==> src/rtl/popcount_acc_pipe.sv <==
// popcount_acc_pipe: pipelined population-count compressor with optional
// group accumulation. An N_IN-bit vector is reduced to its ones-count through
// PIPE registered compressor stages, then a final register either emits the
// count directly or folds it into a saturating group accumulator. Both ports
// use valid/ready handshakes; one global advance signal stalls the whole pipe.
module popcount_acc_pipe #(
  parameter int N_IN  = 9,
  parameter int PIPE  = 2,
  parameter int ACC_W = 16
) (
  input  logic             clk,
  input  logic             rst,
  input  logic             in_valid,
  output logic             in_ready,
  input  logic [N_IN-1:0]  in_bits,
  input  logic             in_acc,
  input  logic             in_last,
  output logic             out_valid,
  input  logic             out_ready,
  output logic [ACC_W-1:0] out_count,
  output logic             out_sat
);

  // Width of an exact count of N_IN bits, and number of pairwise adder levels
  // needed to fold N_IN partial counts down to one.
  localparam int CW     = $clog2(N_IN + 1);
  localparam int LEVELS = $clog2(N_IN);

  // One slot per partial count; a level of the tree pairs slots 2i and 2i+1
  // into slot i, so unused upper slots simply stay zero.
  typedef logic [N_IN-1:0][CW-1:0] vec_t;

  // Parameter sanity: a bad configuration stops elaboration.
  if (N_IN < 2) begin : g_bad_n_in
    $error("popcount_acc_pipe: N_IN must be at least 2");
  end
  if ((PIPE < 0) || (PIPE > 4)) begin : g_bad_pipe
    $error("popcount_acc_pipe: PIPE must be in 0..4");
  end
  if (ACC_W < CW) begin : g_bad_acc_w
    $error("popcount_acc_pipe: ACC_W must be at least clog2(N_IN+1)");
  end

  // Ripple adder built from full-adder cells (sum = a^b^c, carry = majority).
  // The final carry is dropped: a partial count never exceeds N_IN, which
  // always fits in CW bits.
  function automatic logic [CW-1:0] fa_add(input logic [CW-1:0] a,
                                           input logic [CW-1:0] b);
    logic [CW-1:0] s;
    logic          c;
    c = 1'b0;
    for (int k = 0; k < CW; k++) begin
      s[k] = a[k] ^ b[k] ^ c;
      c    = (a[k] & b[k]) | (c & (a[k] ^ b[k]));
    end
    return s;
  endfunction

  // Apply tree levels lv_from..lv_to-1 to a slot vector. An odd slot left
  // without a partner passes through unchanged (the half-adder case with a
  // zero operand collapses to a wire).
  function automatic vec_t reduce_levels(input vec_t v, input int lv_from,
                                         input int lv_to);
    vec_t cur;
    vec_t nxt;
    cur = v;
    for (int lv = 0; lv < LEVELS; lv++) begin
      if ((lv >= lv_from) && (lv < lv_to)) begin
        nxt = '0;
        for (int i = 0; i < N_IN; i++) begin
          if ((2 * i + 1) < N_IN) begin
            nxt[i] = fa_add(cur[2*i], cur[2*i+1]);
          end else if ((2 * i) < N_IN) begin
            nxt[i] = cur[2*i];
          end
        end
        cur = nxt;
      end
    end
    return cur;
  endfunction

  // Tree level at which register boundary s sits. Levels are spread evenly
  // over the PIPE compressor registers plus the final accumulation register;
  // when PIPE exceeds the level count some stages are plain delay registers.
  function automatic int level_cut(input int s);
    return (s * LEVELS) / (PIPE + 1);
  endfunction

  // Remaining levels after the last compressor register, yielding the count.
  function automatic logic [CW-1:0] final_count(input vec_t v);
    vec_t r;
    r = reduce_levels(v, level_cut(PIPE), LEVELS);
    return r[0];
  endfunction

  logic             adv;
  vec_t             in_vec;
  vec_t             tail_data;
  logic             tail_vld;
  logic             tail_acc;
  logic             tail_last;
  logic [CW-1:0]    count;
  logic [ACC_W-1:0] count_ext;
  logic [ACC_W:0]   wide_sum;
  logic             ovf;
  logic [ACC_W-1:0] sum;
  logic             sat_next;
  logic             emit;
  logic [ACC_W-1:0] acc_reg;
  logic             sat_reg;

  // Whole-pipe advance: move whenever the output slot is empty or being taken.
  always_comb begin
    adv      = !out_valid | out_ready;
    in_ready = adv & !rst;
  end

  // Spread the input bits into one-bit partial counts, one per slot.
  always_comb begin
    in_vec = '0;
    for (int i = 0; i < N_IN; i++) begin
      in_vec[i] = CW'(in_bits[i]);
    end
  end

  if (PIPE == 0) begin : g_nopipe
    assign tail_data = in_vec;
    assign tail_vld  = in_valid & in_ready;
    assign tail_acc  = in_acc;
    assign tail_last = in_last;
  end else begin : g_pipe
    vec_t q_data [1:PIPE];
    logic q_vld  [1:PIPE];
    logic q_acc  [1:PIPE];
    logic q_last [1:PIPE];

    // Compressor stage registers: each carries its partial-count slots plus
    // the beat's valid/acc/last token; everything freezes while stalled.
    always_ff @(posedge clk or posedge rst) begin
      if (rst) begin
        for (int s = 1; s <= PIPE; s++) begin
          q_data[s] <= '0;
          q_vld[s]  <= 1'b0;
          q_acc[s]  <= 1'b0;
          q_last[s] <= 1'b0;
        end
      end else if (adv) begin
        q_data[1] <= reduce_levels(in_vec, level_cut(0), level_cut(1));
        q_vld[1]  <= in_valid & in_ready;
        q_acc[1]  <= in_acc;
        q_last[1] <= in_last;
        for (int s = 2; s <= PIPE; s++) begin
          q_data[s] <= reduce_levels(q_data[s-1], level_cut(s-1), level_cut(s));
          q_vld[s]  <= q_vld[s-1];
          q_acc[s]  <= q_acc[s-1];
          q_last[s] <= q_last[s-1];
        end
      end
    end

    assign tail_data = q_data[PIPE];
    assign tail_vld  = q_vld[PIPE];
    assign tail_acc  = q_acc[PIPE];
    assign tail_last = q_last[PIPE];
  end

  // Final count plus saturating add onto the open group's running sum. A
  // non-accumulating beat closes any open group, so it emits the group sum
  // plus its own count; with no group open acc_reg is zero.
  always_comb begin
    count     = final_count(tail_data);
    count_ext = ACC_W'(count);
    wide_sum  = {1'b0, acc_reg} + {1'b0, count_ext};
    ovf       = wide_sum[ACC_W];
    sum       = ovf ? {ACC_W{1'b1}} : wide_sum[ACC_W-1:0];
    sat_next  = sat_reg | ovf;
    emit      = !tail_acc | tail_last;
  end

  // Accumulation/output register: emit a result or fold into the group,
  // and drop out_valid on any advancing cycle that produces nothing.
  always_ff @(posedge clk or posedge rst) begin
    if (rst) begin
      acc_reg   <= '0;
      sat_reg   <= 1'b0;
      out_valid <= 1'b0;
      out_count <= '0;
      out_sat   <= 1'b0;
    end else if (adv) begin
      if (tail_vld && emit) begin
        out_count <= sum;
        out_sat   <= sat_next;
        out_valid <= 1'b1;
        acc_reg   <= '0;
        sat_reg   <= 1'b0;
      end else if (tail_vld) begin
        acc_reg   <= sum;
        sat_reg   <= sat_next;
        out_valid <= 1'b0;
      end else begin
        out_valid <= 1'b0;
      end
    end
  end

endmodule

==> config.mk <==
export PLATFORM = sky130hd
export DESIGN_NAME = popcount_acc_pipe
export DESIGN_NICKNAME = d
export VERILOG_FILES = /design/src/rtl/popcount_acc_pipe.sv
export SDC_FILE = /design/constraint.sdc
export NUM_CORES = 1
export LEC_CHECK = 0
export ABC_AREA = 1
export ABC_CLOCK_PERIOD_IN_PS = 4350
export CAP_MARGIN = 5
export CORE_ASPECT_RATIO = 1.4
export CORE_UTILIZATION = 35
export DETAILED_ROUTE_END_ITERATION = 12
export PLACE_DENSITY = 0.61
export SLEW_MARGIN = 15
export SYNTH_ARGS = -nofsm -noshare
export SYNTH_HDL_FRONTEND = slang
export SYNTH_SLANG_ARGS = --single-unit
==> constraint.sdc <==
create_clock -name clk -period 4.35 [get_ports clk]
set_clock_uncertainty 0.05 [all_clocks]
set_input_delay 0.87 -clock clk [delete_from_list [all_inputs] [get_ports clk]]
set_output_delay 0.87 -clock clk [all_outputs]
set_load 0.01 [all_outputs]
**Word level (Yosys, flattened, before mapping)**

Index checks and enable logic that the tools add are counted.

- Flip-flop bits (word level): 57
- Input bits: 15
- Output and inout bits: 19
- Logic and storage cells: 79

- Add/subtract/negate cells: 1
- Multiplexer cells: 6
- Bitwise operators: 46
- Reductions and logical operators: 7

Operators with widths:

| operator | count |
|---|---|
| 16-bit 2-to-1 mux | 3 |
| 1-bit AND | 20 |
| 1-bit bitwise XOR | 19 |
| 16-bit by 4-bit adder with 17-bit output | 1 |
| 1-bit OR | 7 |
| 2-bit AND reduction | 2 |
| 1-bit logical NOT | 3 |
| 1-bit 2-to-1 mux | 3 |
| 2-bit nonzero test | 1 |
| 1-bit logical AND | 1 |

**Depth between registers and ports, before layout**

Gate-level depths: netlist of run 1.

- Depth after elaboration: 10
- Depth in mapped cells: 17
- Mapped depth without buffers: 17

**Least setup slack after synthesis of run 1**

OpenSTA, ideal clock, no wires.

- Kind: register to register
- Start: reg g_pipe.q_data[0] (netlist name)
- End: reg acc_reg[11]
- Setup time: 0.117 ns
- Data arrival time: 2.903 ns
- Required time: 4.183 ns
- Setup slack: 1.281 ns
- Cell stages (with the launch flop): 18
- Buffers on the path: 1
- Clock period less this slack: 3.069 ns
- Cell sequence: dfrtp_1 > ha_1 > inv_1 > fa_1 > inv_1 > fa_1 > ha_1 > xor2_1 > ha_1 > a21oi_1 > o21ai_4 > nand2_4 > inv_2 > nand2_4 > buf_6 > nand3_1 > nand2_1 > nand2_1

- Longest elaborated chain between the ends: 10
- Elaborated cells on any way between the ends: 19
- Classes of those cells: add/sub (1); mux (3); bitwise (15)

RTL lines:

| item | RTL line | text |
|---|---|---|
| from (decl) | 133 | `vec_t q_data [1:PIPE];` |
| from (signal, indexed assignment) | 154 | `q_data[s] <= reduce_levels(q_data[s-1], level_cut(s-1), level_cut(s));` |
| 1-bit AND (2 in series) | 54 | `c = (a[k] & b[k]) \| (c & (a[k] ^ b[k]));` |
| 1-bit OR | 54 |  |
| 1-bit AND or 1-bit bitwise XOR (tied branches) | 54, 53 |  |
| 1-bit OR or 1-bit AND (tied branches) | 54 |  |
| 1-bit bitwise XOR | 53 | `s[k] = a[k] ^ b[k] ^ c;` |
| 16-bit by 4-bit adder with 17-bit output (*) | 174 | `wide_sum = {1'b0, acc_reg} + {1'b0, count_ext};` |
| 16-bit 2-to-1 mux (*) | 176 | `sum = ovf ? {ACC_W{1'b1}} : wide_sum[ACC_W-1:0];` |
| 16-bit 2-to-1 mux (*) | 197 | `end else if (tail_vld) begin` |
| 16-bit 2-to-1 mux (*) | 191 | `if (tail_vld && emit) begin` |
| to (signal assigned) | 198 | `acc_reg <= sum;` |
| to (decl) | 110 | `logic [ACC_W-1:0] acc_reg;` |

Every way passes the cells marked *; elsewhere a longest branch is shown, timed or not. The select of a mux whose other input is x is not followed.
A chain may end at the register's enable or synchronous reset.

**Worst setup path after layout of run 1**

- Start: reg g_pipe.q_data[4] (netlist name)
- End: reg acc_reg[6]

The elaborated chain is that of the path after synthesis.

==> results of run 1 <==
-- cell usage after synthesis, drive strengths merged --
cell type	n
xor2	3
or2	1
o21ai	16
buf	4
fa	5
ha	14
nand3	29
o21a	1
dfrtp	57
nand2	179
nand4	3
nand3b	2
a22o	1
inv	37
o21bai	1
clkbuf	5
nor2	18
o211ai	1
a21oi	2
-- critical path, stage by stage, from the launching register on --
cell and delay [ns]:
dfrtp_1 0.35, ha_1 0.14, inv_1 0.04, fa_1 0.34, inv_1 0.07, fa_1 0.42, ha_1 0.20, xor2_1 0.16
ha_1 0.33, a21oi_1 0.30, o21ai_4 0.16, nand2_4 0.11, inv_2 0.06, nand2_4 0.16, nand3_1 0.12, nand2_1 0.07
o21ai_0 0.09
-- path summary, 6_finish.rpt --
kind,cells after the start,endpoint,startpoint,slack [ns]
min,2,out_count[6]$_DFFE_PP0P_,out_count[6]$_DFFE_PP0P_,0.43
min reg2reg,2,out_count[6]$_DFFE_PP0P_,out_count[6]$_DFFE_PP0P_,0.43
max reg2reg,16,acc_reg[6]$_DFFE_PP0P_,g_pipe.q_data[4]$_DFFE_PP0N_,1.02
min in group asynchronous,2,g_pipe.q_vld[1]$_DFFE_PP0N_,rst,0.92
max,16,acc_reg[6]$_DFFE_PP0P_,g_pipe.q_data[4]$_DFFE_PP0N_,1.02
max in group asynchronous,3,g_pipe.q_data[0]$_DFFE_PP0N_,rst,2.51
-- cell type report --
cell class | count | share of cell area
flip-flops and latches | 57 | 0.380
multi-input cells | 276 | 0.372
repair buffers | 35 | 0.0919
clock buffers | 11 | 0.0646
inverters | 37 | 0.0370
well taps | 102 | 0.0340
clock inverters | 5 | 0.0210
-- power groups by stage --
stage | sequential (W) | combinational [W] | clock [W]
after CTS | 0.000707 | 0.000791 | 0.000767
after global routing | 0.000718 | 0.000898 | 0.000795
after global placement | 0.000711 | 0.000777 | 0
final | 0.000705 | 0.000779 | 0.000755
after detailed placement | 0.000715 | 0.000782 | 0
after floorplan | 0.000719 | 0.000525 | 0
-- per-layer routing --
metal  vias up  GRT usage  share of wire
met5         -          0              0
met4         0     0.0893          0.026
met3        15     0.0287          0.027
met2        46      0.271           0.51
met1      1188      0.190           0.44
li1       1255          -              -
-- logic make-up after synthesis --
logic type,count (synthesis)
xor+xnor,3
fa+ha+maj,19
compound gates,22
simple gates,232
buf+inv,46
flops,57
-- through the flow --
stage	setup WS (ns)	cell area, µm²
3_5_place_dp	1.03	3430
3_3_place_gp	1.05	3430
4_1_cts	1.02	3760
6_report	1.02	3760
2_1_floorplan	1.28	3010
5_1_grt	0.758	3760
==> results.toml, run 1 <==
[routing]
remaining_drc_errors = 0
antenna_left = 0
drtPass1Iterations = 4
via_per_inst = 4.79
drtIter0Drc = 102
routed_wl_um = 6690
post_drt_wl_per_cell_um = 12.8
num_vias = 2504

[synthesis]
yosysTopAreaCell = "dfrtp_1"
ys_seq_elements = 57
mappedNetlistNets = 413
synth-xor-area-share = 0.00874
synth_top_area_share = 0.474
synth_seq_area_share = 0.474
ys_types = 27
synth.area.top_cells = "dfrtp_1 47%, nand2_1 22%, ha_1 5.8%"
syn_inst = 379
synth_top_family_by_area = "simple AND/OR/NAND/NOR gates"
synth_mux_area_frac = 0
synth_warnings = 0
synth_compound_area_frac = 0.0441
synthSimpleGateAreaFrac = 0.320
avgSynthCellArea_um2 = 7.93
synth_area_mm2 = 0.00301
synthAdderAreaFrac = 0.0916

[floorplan]
dieHeight_um = 112
rows = 39
die_area_mm2 = 0.00897
fp.dieW_um = 80.3
io_pins = 34
start_util = 0.365
core-area_mm2 = 0.00825

[clock_network]
holdBufCountCts = 0
clkSlewWorstSetupHoldPaths_ns = 0.05
clkLatencyLatePin_ns = 0.32
cts_sinks = 57
clock_path_buffers = 2
cts_root_buf = "clkbuf_16"
post_cts_buffers = 0
htree_levels = 3
cts_buffers = 9
ctsResizeCount = 0
cts_tree = "yes"

[finish]
final_util = 0.455
finalNonFillerCells = 523
num-nets-final = 450
layout-drive-gt1-share = 0.0689
fillCellCount = 827
layout_commonest_cell = "nand2_1"
multi_input_comb_area_mm2 = 0.00140
layout_common_cells = "176 x nand2_1, 57 x dfrtp_1, 34 x inv_1"
seqCellArea_mm2 = 0.00143
n_antenna_cell = 0
area_growth_pct = 24.9

[grt]
grt_overflow = 0
grt_pass1_wl_um = 11100
grt_max_degree = 30
grt_pass1_vias = 2478
antenna_found_initial = 0
grt_usage = 0.161

[power]
switchingPower_w = 0.000773
clockPowerShare = 0.337
ir_drop_mv = 0.322
leakage_nw = 1.98
p_seq_frac = 0.315
comb_power_share = 0.348
sw_frac_of_total = 0.345
finalPower_w = 0.00224
power.internal_w = 0.00147
powerDensity_mw_per_mm2 = 596

[placement]
port_buffers = 33
routabilityCongestion = 0.872
dpl.cell_count = 507
place_hpwl_um = 4790

[sta]
hold_viol_final = 0
tightest_slew_ns = 0.765
rsz0062_at_grt = "false"
finalCritPeriodShare = 0.765
holdWs_ns = 0.427
min_period_ns = 3.33
tns_ns = 0
relSlewSlack = 0.489
slew_viol_final = 0
finalSetupViolCount = 0
clock.fmax_ghz = 0.301

[setup_path]
crit_path_end_kind = "flop"
critPathMaxFanout = 14
critPathLaunchType = "flop"
critPathRequiredTime_ns = 4.48
path_class = "flop to flop"
arrival_ns = 3.46

[hold_path]
hold_path_class = "flop to flop"

[job]
drv_cap = 0

[run_status]
outcome = "complete, no violations"
No activity file was read; power rests on OpenSTA's default activity.
==> run 2: changes to the inputs <==
ABC_CLOCK_PERIOD_IN_PS = 3360   (was 4350)
clock period = 3.36 ns   (was 4.35 ns; I/O delays follow)
==> results.toml, run 2 (synthesis gave the netlist of run 1 again) <==
[setup_path]
path_class = "flop to flop"
crit_path_end_kind = "flop"
critPathRequiredTime_ns = 3.52
arrival_ns = 3.36
critPathLaunchType = "flop"
reg2reg_slack_ns = 0.16
critPathMaxFanout = 14

[clock_network]
clkSlewWorstSetupHoldPaths_ns = 0.05
holdBufCountCts = 0
cts_buffers = 9
htree_levels = 3
cts_sinks = 57
cts_tree = "yes"
cts_root_buf = "clkbuf_16"
clock_path_buffers = 2
clkLatencyLatePin_ns = 0.32

[grt]
grt_pass1_wl_um = 11600
grt_usage = 0.169
grt_pass1_vias = 2561
grt_max_degree = 31
antenna_found_initial = 0
grt_overflow = 0

[floorplan]
dieHeight_um = 112
core-area_mm2 = 0.00825
die_area_mm2 = 0.00897
start_util = 0.365
rows = 39
io_pins = 34
fp.dieW_um = 80.3

[placement]
dpl.cell_count = 510
dp_slack_ns = 0.0223
dpl_cell_area_mm2 = 0.00347
routabilityCongestion = 0.855
port_buffers = 33
place_hpwl_um = 4940

[finish]
layout_commonest_cell = "nand2_1"
layout_common_cells = "174 x nand2_1, 57 x dfrtp_1, 34 x inv_1"
final_util = 0.460
finalNonFillerCells = 528
layout-drive-gt1-share = 0.0869
final_area_mm2 = 0.00379
area_growth_pct = 26.1
num-nets-final = 455
n_antenna_cell = 0

[routing]
routed_wl_um = 6810
num_vias = 2542
antenna_left = 0
post_drt_wl_per_cell_um = 12.9
remaining_drc_errors = 0
drtPass1Iterations = 4
via_per_inst = 4.81
drtIter0Drc = 119

[sta]
clock.fmax_ghz = 0.313
finalSetupViolCount = 0
tightest_slew_ns = 0.686
min_period_ns = 3.20
worst_slack_ns = 0.163
relSlewSlack = 0.542
slew_viol_final = 0
hold_viol_final = 0
finalCritPeriodShare = 0.952

[hold_path]
hold_path_class = "flop to flop"

[run_status]
outcome = "complete, no violations"

[power]
powerDensity_mw_per_mm2 = 757
leakage_nw = 2.00
ir_drop_mv = 0.435

[job]
drv_cap = 0
-- run 2: path summary, 6_finish.rpt --
kind	startpoint	endpoint	cells after the start
max	g_pipe.q_data[0]$_DFFE_PP0N_	out_count[3]$_DFFE_PP0P_	16
min	out_count[14]$_DFFE_PP0P_	out_count[14]$_DFFE_PP0P_	2
max reg2reg	g_pipe.q_data[0]$_DFFE_PP0N_	out_count[3]$_DFFE_PP0P_	16
min reg2reg	out_count[14]$_DFFE_PP0P_	out_count[14]$_DFFE_PP0P_	2
max in group asynchronous	rst	g_pipe.q_data[5]$_DFFE_PP0N_	3
min in group asynchronous	rst	g_pipe.q_vld[1]$_DFFE_PP0N_	2
-- run 2: metrics by stage --
step	TNS [ns]	hold slack [ns]	power, W
2_1_floorplan	0	0.403	0.00161
3_3_place_gp	0	0.415	0.00193
4_1_cts	0	0.430	0.00288
5_1_grt	-0.00197	0.448	0.00308
3_5_place_dp	0	0.415	0.00196
6_report	0	0.429	0.00287
-- run 2: area by class of cell --
type,count,area (µm²)
timing repair buffer,40,395
clock buffer,11,243
multi-input combinational,276,1410
clock inverter,5,53.8
inverter,37,139
tap,102,128
fill,815,4460
sequential,57,1430
-- run 2: report_power, final --
part / internal [W] / total (W) / leakage, nW / switching (W)
Combinational: 0.000422 / 0.00104 / 1.10 / 0.000622
Clock: 0.000592 / 0.000909 / 0.150 / 0.000317
Sequential: 0.000834 / 0.000915 / 0.749 / 0.0000805
-- run 2: what timing repair did --
item,CTS,global route
setup endpoints to repair,0,27
buffers inserted,0,2
gates resized for setup,0,3
-- run 2: per-layer routing --
layer / track usage / wire length, µm / up-vias
met5: 0 / 0 / -
met4: 0.0988 / 265 / 0
met3: 0.0311 / 207 / 22
met2: 0.288 / 3480 / 66
met1: 0.193 / 2860 / 1192
li1: - / - / 1262
-- run 2: critical path, cell delays in order (launching register included) --
cell	delay, ns
dfrtp_1	0.35
ha_1	0.15
inv_1	0.05
fa_1	0.35
inv_1	0.07
fa_1	0.41
ha_1	0.20
xor2_1	0.16
ha_1	0.35
a21oi_2	0.22
o21ai_4	0.11
nand2_4	0.09
inv_2	0.06
nand2_4	0.16
nand3_1	0.17
nand2_1	0.09
nand2_1	0.05
==> run 3: changes to the inputs <==
PLACE_DENSITY = unset   (was 0.61)
==> results.toml, run 3 (synthesis gave the netlist of run 1 again) <==
[routing]
via_per_inst = 4.83
remaining_drc_errors = 0
drtIter0Drc = 160
routed_wl_um = 6980
num_vias = 2535
drtPass1Iterations = 4
antenna_left = 0
post_drt_wl_per_cell_um = 13.3

[floorplan]
io_pins = 34
fp.dieW_um = 80.3
die_area_mm2 = 0.00897
core-area_mm2 = 0.00825
dieHeight_um = 112
start_util = 0.365
rows = 39

[sta]
tightest_slew_ns = 0.686
hold_viol_final = 0
clock.fmax_ghz = 0.313
finalCritPeriodShare = 0.949
relSlewSlack = 0.542
finalSetupViolCount = 0
slew_viol_final = 0
tns_ns = 0
min_period_ns = 3.19

[hold_path]
hold_path_class = "flop to flop"

[setup_path]
reg2reg_slack_ns = 0.17
arrival_ns = 3.40
crit_path_end_kind = "flop"
path_class = "flop to flop"
cp-endpoint = "acc_reg[8]$_DFFE_PP0P_"
crit_start = "g_pipe.q_data[0]$_DFFE_PP0N_"
critPathMaxFanout = 5
critPathLaunchType = "flop"
r2r-start = "g_pipe.q_data[0]$_DFFE_PP0N_"
r2r_cells = 15
critPathRequiredTime_ns = 3.57
r2r-end = "acc_reg[8]$_DFFE_PP0P_"

[finish]
finalNonFillerCells = 525
layout_commonest_cell = "nand2_1"
n_antenna_cell = 0
layout_common_cells = "173 x nand2_1, 57 x dfrtp_1, 34 x inv_1"
fillCellCount = 830
final_util = 0.460
final_area_mm2 = 0.00379
area_growth_pct = 26.2
layout-drive-gt1-share = 0.0946
num-nets-final = 453

[clock_network]
clock_path_buffers = 2
cts_tree = "yes"
htree_levels = 3
holdBufCountCts = 0
clkLatencyLatePin_ns = 0.33
cts_root_buf = "clkbuf_16"
cts_buffers = 9
cts_sinks = 57
clkSlewWorstSetupHoldPaths_ns = 0.05

[placement]
place_hpwl_um = 4970
dpl_cell_area_mm2 = 0.00346
port_buffers = 33
routabilityCongestion = 0.881
dpl.cell_count = 509

[grt]
use_met3 = 0.0434
antenna_found_initial = 0
met1_usage = 0.205
grt_overflow = 0
grt.busiest_layer = "met2"
grt_pass1_wl_um = 12200
grt_max_degree = 31
grt_pass1_vias = 2639
globalRouteMet2Util = 0.303
grt_usage = 0.179

[power]
finalPower_w = 0.00286
ir_drop_mv = 0.372
powerDensity_mw_per_mm2 = 754
leakage_nw = 1.98

[run_status]
outcome = "complete, no violations"

[job]
drv_cap = 0
[run 3: worst min path at each step]
stage                                                to                     startpoint  slack (ns)  cells after the start
after global routing       g_pipe.q_data[8]$_DFFE_PP0N_   g_pipe.q_data[8]$_DFFE_PP0N_        0.46                      2
after global placement        out_count[12]$_DFFE_PP0P_      out_count[12]$_DFFE_PP0P_        0.41                      2
final                          out_count[1]$_DFFE_PP0P_       out_count[1]$_DFFE_PP0P_        0.43                      2
after floorplan           g_pipe.q_data[40]$_DFFE_PP0N_  g_pipe.q_data[40]$_DFFE_PP0N_        0.40                      2
after detailed placement       out_count[4]$_DFFE_PP0P_       out_count[4]$_DFFE_PP0P_        0.42                      2
after CTS                      out_count[4]$_DFFE_PP0P_       out_count[4]$_DFFE_PP0P_        0.43                      2
[run 3: area by class of cell]
class | count | area, µm² | share of cell area
multi-input cells | 276 | 1430 | 0.378
flip-flops and latches | 57 | 1430 | 0.376
repair buffers | 38 | 380 | 0.100
clock buffers | 9 | 225 | 0.0594
inverters | 37 | 141 | 0.0373
well taps | 102 | 128 | 0.0336
clock inverters | 6 | 58.8 | 0.0155
[run 3: worst max-delay path, cell delays in order (launching register included)]
cell	delay, ns
dfrtp_1	0.35
ha_1	0.15
inv_1	0.04
fa_1	0.34
inv_1	0.07
fa_1	0.41
ha_1	0.20
xor2_1	0.17
ha_2	0.38
nand2_2	0.10
o21ai_4	0.25
buf_4	0.16
nand4_1	0.15
nand3_2	0.16
nand2_1	0.06
nand2_1	0.06
[run 3: routing by layer]
metal,vias to the layer above,part of all wire,wire length [µm]
met3,22,0.030,207
met2,53,0.51,3530
li1,1258,-,-
met4,0,0.039,272
met5,-,0,0
met1,1202,0.43,2970
[run 3: power by group]
part	total, W	leakage, nW	switching, W	internal (W)
Clock	0.000882	0.145	0.000316	0.000565
Combinational	0.00106	1.09	0.000635	0.000425
Sequential	0.000920	0.749	0.0000854	0.000834
Total	0.00286	1.98	0.00104	0.00182
[run 3: repair_timing]
action | 4_1_cts | 5_1_grt
buffers inserted | 0 | 1
setup endpoints to repair | 0 | 31
resized for setup | 0 | 10
[run 3: per-stage QoR]
stage          setup WS, ns  hold slack, ns
2_1_floorplan         0.291           0.403
3_3_place_gp          0.131           0.413
3_5_place_dp         0.0424           0.420
4_1_cts              0.0281           0.433
5_1_grt            -0.00373           0.459
6_report              0.170           0.429
